[config.mk]
export PLATFORM = sky130hd
export DESIGN_NAME = display_scan_controller
export DESIGN_NICKNAME = d
export VERILOG_FILES = /design/src/rtl/display_scan_controller.sv
export SDC_FILE = /design/constraint.sdc
export NUM_CORES = 1
export LEC_CHECK = 0
export ABC_AREA = 1
export CORE_AREA = 8 8 75 70
export CTS_CLUSTER_DIAMETER = 200
export DETAILED_ROUTE_END_ITERATION = 8
export DIE_AREA = 0 0 83 78
export PLACE_DENSITY = 0.78
export REMOVE_ABC_BUFFERS = 1
export SLEW_MARGIN = 0
export SYNTH_ARGS = -nofsm -noshare
export SYNTH_HDL_FRONTEND = slang
export SYNTH_SLANG_ARGS = --single-unit
[constraint.sdc]
create_clock -name clk -period 1.92 [get_ports clk]
set_input_delay 0.384 -clock clk [delete_from_list [all_inputs] [get_ports clk]]
set_output_delay 0.384 -clock clk [all_outputs]
set_load 0.005 [all_outputs]
[src/rtl/display_scan_controller.sv]
// Display scan controller: multiplexes a 4-digit mm:ss time value onto a
// common-anode display, one digit per CLK_DIV-cycle slot. The digit value is
// latched once per frame so a digit never changes while it is being scanned.
module display_scan_controller #(
  parameter int CLK_DIV = 100000
) (
  input  logic        clk,
  input  logic        reset,
  input  logic        enable,
  input  logic        lz_blank_en,
  input  logic [15:0] time_in,
  output logic [15:0] frame_digits,
  output logic [3:0]  selector,
  output logic [3:0]  anode_n,
  output logic        blank,
  output logic        frame_done
);

  // The counter only has to reach CLK_DIV-1, so clog2 of the divisor is enough.
  localparam int CNT_W = $clog2(CLK_DIV);
  localparam logic [CNT_W-1:0] CNT_LAST = CNT_W'(CLK_DIV - 1);

  localparam logic [0:0] ST_IDLE = 1'b0;
  localparam logic [0:0] ST_SCAN = 1'b1;

  logic [0:0]       r_state;
  logic [3:0]       r_sel;
  logic [CNT_W-1:0] r_cnt;
  logic [15:0]      r_frame;
  logic             r_done;
  logic             r_lz;

  logic             w_slotEnd;
  logic             w_blank;

  assign w_slotEnd = (r_cnt == CNT_LAST);

  // Scan state machine: slot divider, one-hot digit rotation and frame latch.
  always_ff @(posedge clk) begin
    if (reset) begin
      r_state <= ST_IDLE;
      r_sel   <= 4'b0000;
      r_cnt   <= '0;
      r_frame <= 16'h0000;
      r_done  <= 1'b0;
    end else if (r_state == ST_IDLE) begin
      r_cnt  <= '0;
      r_done <= 1'b0;
      if (enable) begin
        r_state <= ST_SCAN;
        r_sel   <= 4'b0001;
        r_frame <= time_in;
      end
    end else if (!enable) begin
      r_state <= ST_IDLE;
      r_sel   <= 4'b0000;
      r_cnt   <= '0;
      r_done  <= 1'b0;
    end else if (w_slotEnd) begin
      r_cnt  <= '0;
      r_sel  <= {r_sel[2:0], r_sel[3]};
      r_done <= r_sel[3];
      if (r_sel[3]) begin
        r_frame <= time_in;
      end
    end else begin
      r_cnt  <= r_cnt + CNT_W'(1);
      r_done <= 1'b0;
    end
  end

  // Registered copy of the leading-zero blanking request, so outputs never
  // depend combinationally on the input pin.
  always_ff @(posedge clk) begin
    if (reset) begin
      r_lz <= 1'b0;
    end else begin
      r_lz <= lz_blank_en;
    end
  end

  // Blank while idle, and blank a zero tens-of-minutes digit when requested.
  always_comb begin
    w_blank = 1'b1;
    if (r_state == ST_SCAN) begin
      w_blank = r_sel[3] && r_lz && (r_frame[15:12] == 4'h0);
    end
  end

  assign frame_digits = r_frame;
  assign selector     = r_sel;
  assign blank        = w_blank;
  assign anode_n      = w_blank ? 4'b1111 : ~r_sel;
  assign frame_done   = r_done;

endmodule

# Word-level counts from Yosys, hierarchy flattened
# Index checks and enable logic that the tools add are counted.
dict set report word_totals {
  ff_bits 40
  inputBits 20
  output_inout_bits 26
  elab_cells 35
}
dict set report op_classes {
  add_sub_neg 1
  eq_ne 4
  mux 12
  bitwise_logic 4
  reduce_logical 8
}
# op n
set ops {}
lappend ops {{$mux W16} 5}
lappend ops {{$mux W4} 5}
lappend ops {{$add A17 B1 Y17 const B} 1}
lappend ops {{$eq A17 B17 Y1 const B} 1}
lappend ops {{$reduce_or A4 Y1} 2}
lappend ops {{$logic_not A4 Y1} 1}
lappend ops {{$ne A2 B1 Y1 const B} 2}
lappend ops {{$not A4 Y4} 1}
lappend ops {{$ne A3 B2 Y1 const B} 1}
lappend ops {{$not A1 Y1} 3}
lappend ops {{$reduce_and A3 Y1} 1}
lappend ops {{$logic_and A1 B1 Y1} 2}
lappend ops {{$mux W1} 2}
lappend ops {{$reduce_and A2 Y1} 1}
lappend ops {{$reduce_bool A2 Y1} 1}

# Longest topological paths before layout
dict set report logic_depth {
  word_depth 4
  depth_mapped 11
  mapped_depth_nobuf 10
}

# Worst setup path after synthesis
# No wires, ideal clock.
dict set report synth_path {
  kind {flip-flop to flip-flop}
  start {register r_cnt[0]}
  end {register r_frame[13], in the netlist frame_digits[13]}
  t_arrival_ns 1.326
  t_required_ns 1.805
  setup_slack_ns 0.479
  path_stages_with_launch 12
  n_path_buf 1
  period_less_slack_ns 1.441
  cell_sequence {dfxtp_1 ha_1 nand2_2 nor2_4 nand2_1 nor2_2 nand3_2 nand2_4 buf_6 nand3_1 nand2_1 nor2_1}
}
dict set report synth_between {
  elab_chain_cells 3
}
# element line
set synth_rtl {}
lappend synth_rtl {{start: declaration} 28} ;# logic [CNT_W-1:0] r_cnt;
lappend synth_rtl {{start signal: assignment} 67} ;# r_cnt <= r_cnt + CNT_W'(1);
lappend synth_rtl {{$eq A17 B17 Y1} 36} ;# assign w_slotEnd = (r_cnt == CNT_LAST);
lappend synth_rtl {{$ne A2 B1 Y1 (no line)} -}
lappend synth_rtl {{$reduce_and A3 Y1 (no line)} -}
lappend synth_rtl {{end signal: assignment} 52} ;# r_frame <= time_in;
lappend synth_rtl {{end signal: assignment} 64} ;# r_frame <= time_in;
lappend synth_rtl {{end: declaration} 29} ;# logic [15:0] r_frame;
# No other way between the ends.
# A chain may end at the register's enable or synchronous reset.

# Worst setup path in the final report
dict set report layout_path {
  start {register r_frame[12], in the netlist frame_digits[12]}
  end {output port anode_n[3]}
}
dict set report layout_between {
  elab_chain_cells 4
}
# element line
set layout_rtl {}
lappend layout_rtl {{$logic_not A4 Y1} 86} ;# w_blank = r_sel[3] && r_lz && (r_frame[15:12] == 4'h0);
lappend layout_rtl {{$logic_and A1 B1 Y1} 86}
lappend layout_rtl {{$mux W1} 85} ;# if (r_state == ST_SCAN) begin
lappend layout_rtl {{$mux W4} 93} ;# assign anode_n = w_blank ? 4'b1111 : ~r_sel;
lappend layout_rtl {{end: declaration} 14} ;# output logic [3:0] anode_n,
# No other way between the ends.

==> results.json <==
{
  "number_of_antenna_violations_at_the_first_check_in_global_routing": 0,
  "crit_path_start_kind": "register",
  "first_pass_iters": 4,
  "cts_hold_buffers": 0,
  "cellLeakagePower_nw": 0.948,
  "rsz_0062_raised_after_global_routing": "no",
  "drc_errors": 0,
  "cp_max_fo": 4,
  "cts_buffer_depth": 2,
  "fin_worst_hold_slack_ns": 0.451,
  "antennaDiodeCount": 0,
  "drt.antenna.violating_nets": 0,
  "final.setup.tns_ns": 0,
  "r2r_start": "r_cnt[0]",
  "hpwlAfterDp_um": 3020,
  "placement_rows": 22,
  "io_buffers": 45,
  "number_of_enable_flip_flop_cells_after_synthesis": 0,
  "synthArstFlopShare_pct": 0,
  "grt_pass1_wl_um": 7220,
  "max_slew.worst_pin.slew_ns": 0.370,
  "fp.dieW_um": 83,
  "wire_per_inst_um": 11.6,
  "synth_warnings": 0,
  "finish.instance_area_sq_um": 2450,
  "timing.reg2reg.worst_path_depth": 10,
  "drt_wl_total_um": 4200,
  "grt_max_degree": 34,
  "cp_slowest_stage_delay_ns": 0.34,
  "holdCritStartpoint": "r_cnt[0]",
  "grt_pass1_vias": 1614,
  "number_of_cts_inserted_buffers": 5,
  "cts_tree": "built",
  "reg2reg_slack_ns": 0.23,
  "synth_top_area_share_pct": 42.4,
  "synth-seq-area-share_pct": 42.4,
  "arrival_worst_endpoint_ns": 1.40,
  "worst_setup_hold_path_clk_slew_ns": 0.07,
  "h-tree-depth": 2,
  "dr_total_vias": 1753,
  "synth.top_cells.by_area": "sky130_fd_sc_hd__dfxtp_1 (42%), sky130_fd_sc_hd__nand2_1 (10%), sky130_fd_sc_hd__nor2_1 (7.9%)",
  "mean_cell_area_of_the_mapped_netlist_sq_um": 7.05,
  "drt_iter0_markers": 136,
  "yosys_most_used_dff": "sky130_fd_sc_hd__dfxtp_1",
  "netlist_top_cells_count": "sky130_fd_sc_hd__nand2_1 (52), sky130_fd_sc_hd__dfxtp_1 (40), sky130_fd_sc_hd__nor2_1 (40)",
  "overflow": 0,
  "maxClockFrequency_mhz": 561,
  "fp.dieH_um": 78,
  "initial_utilization_pct": 47.3,
  "synth.ff_latch_count": 40,
  "clockRootBuffer": "sky130_fd_sc_hd__clkbuf_8",
  "path_cells": "nor4_2 > nand3_1 > nand2_2 > inv_2 > nand2_1 > dlygate4sd2_1",
  "viasPerCell": 4.84,
  "r2r_end": "frame_digits[9]",
  "drive_above_1_share_pct": 9.24,
  "core_area_sq_um": 3990,
  "min_period_over_period_pct": 92.9,
  "cellPowerDensity_nw_per_um2": 657,
  "postCtsSetupBuffers": 0,
  "required_ns": 1.54,
  "p_r_area_growth_vs_syn_pct": 29.5,
  "i_o_pin_count": 46,
  "num-nets-final": 335,
  "crit_path_top_delay_cell": "sky130_fd_sc_hd__dfxtp_2",
  "most_repeated_cell_in_the_gate_level_netlist_after_synthesis": "sky130_fd_sc_hd__nand2_1",
  "clock-skew-final_ns": 0.00400,
  "hold-path-cell-count": 1,
  "worst_path_dominant_cell_family": "simple AND/OR/NAND/NOR gates",
  "timing.slew.headroom_pct": 75.3,
  "irDropWorstVdd_v": 0.000445,
  "holdCritPathClass": "register to register",
  "run_status": "complete, no violations",
  "synth_area_leader_cell": "sky130_fd_sc_hd__dfxtp_1",
  "clock_insertion_delay_worst_skew_ns": 0.29,
  "critical_path.n_buffers_inverters": 2,
  "numClockSinks": 40,
  "slew_viol_final": 0,
  "synthesis.area_sq_um": 1890,
  "setup_viol_count_final": 0,
  "nFillCells": 378,
  "critPathKind": "register to primary output",
  "postSynthCellCount": 268,
  "die-area_sq_um": 6470,
  "finalWorstPathRequiredPeriod_ns": 1.78,
  "dpl_cell_area_sq_um": 2360,
  "timing.final.hold_violations": 0,
  "grt_usage_pct": 13.2,
  "critPathCaptureType": "primary output",
  "max_cap_viol_count": 0,
  "number_of_distinct_standard_cells_referenced_by_the_synthesized_netlist": 31,
  "gpl.final_weighted_congestion": 0.836,
  "postLayoutCoreUtil_pct": 61.3,
  "hold-path-endpoint": "r_cnt[0]"
}
[registers in the layout, summed over array words and instances, names as in the netlist]
signal	flops
r_cnt	17
frame_digits	16
selector	4
frame_done	1
r_lz	1
r_state	1
[cells by family (layout without fill, tap and decap cells)]
family | Yosys count | in the layout | share of synthesized area, %
buffers and inverters | 45 | 91 | 10.6
and+or+nand+nor | 147 | 147 | 36.1
xor gates and xnor gates | 4 | 4 | 1.85
DFF | 40 | 40 | 42.4
adders and majority gates | 1 | 1 | 0.662
AOI/OAI and AO/OA | 31 | 31 | 8.41
[report_power, final]
group          leakage [nW]  total, mW  switching (mW)  internal (mW)
Combinational         0.580      0.205          0.0872          0.117
Sequential            0.327      0.880          0.0199          0.860
Clock                0.0410      0.522           0.275          0.247
[per-layer routing]
| layer | wire length, um | vias up | global-route usage, % |
|---|---|---|---|
| met1 | 1960 | 768 | 15.3 |
| met2 | 1930 | 35 | 21.1 |
| met4 | 104 | 0 | 6.67 |
| met3 | 205 | 8 | 4.80 |
| li1 | - | 942 | - |
| met5 | 0 | - | 0 |
[how the worst max path moves through the flow]
stage                     startpoint              end  slack, ns  depth (start not counted)
global route        frame_digits[12]       anode_n[2]      0.006                          6
detailed placement            enable        r_cnt[11]       0.08                          5
floorplan                   r_cnt[0]  frame_digits[0]       0.44                         10
global placement              enable         r_cnt[2]       0.11                          5
CTS                 frame_digits[15]       anode_n[1]       0.13                          6
finish              frame_digits[12]       anode_n[3]       0.14                          6
[placed cells by master (no fill, tap or decap), drive strengths merged]
cell type	instances
nand2	56
nor2	42
clkdlybuf4s50	40
dfxtp	40
inv	34
a21oi	28
nand3	26
nor3	11
clkbuf	6
xor2	4
buf	4
nand4	3
o21ai	3
clkdlybuf4s15	3
or2	3
nor4	3
dlygate4sd2	2
clkinv	2
nor3b	2
and3	1
ha	1
[stage by stage]
step / power [mW] / setup WS (ns) / instances
after CTS: 1.63 / 0.133 / 362
after detailed placement: 1.10 / 0.0769 / 355
after floorplan: 0.973 / 0.440 / 258
after global routing: 1.69 / 0.00635 / 362
final: 1.61 / 0.136 / 362
after global placement: 1.10 / 0.112 / 355
[final cells by class]
type | instances | area (sq um) | share of cell area, %
Inverter | 35 | 131 | 5.37
Clock inverter | 1 | 5.00 | 0.204
Tap cell | 48 | 60.1 | 2.45
Clock buffer | 6 | 72.6 | 2.97
Timing Repair Buffer | 49 | 478 | 19.5
Multi-Input combinational cell | 183 | 897 | 36.7
Sequential cell | 40 | 803 | 32.8
[what timing repair did]
action,in CTS,in global routing
setup endpoints to repair,5,4
hold endpoints to repair,0,0
pin swaps,1,2
gates resized for setup,8,5
Note: power is estimated with default switching activity, not from simulation.
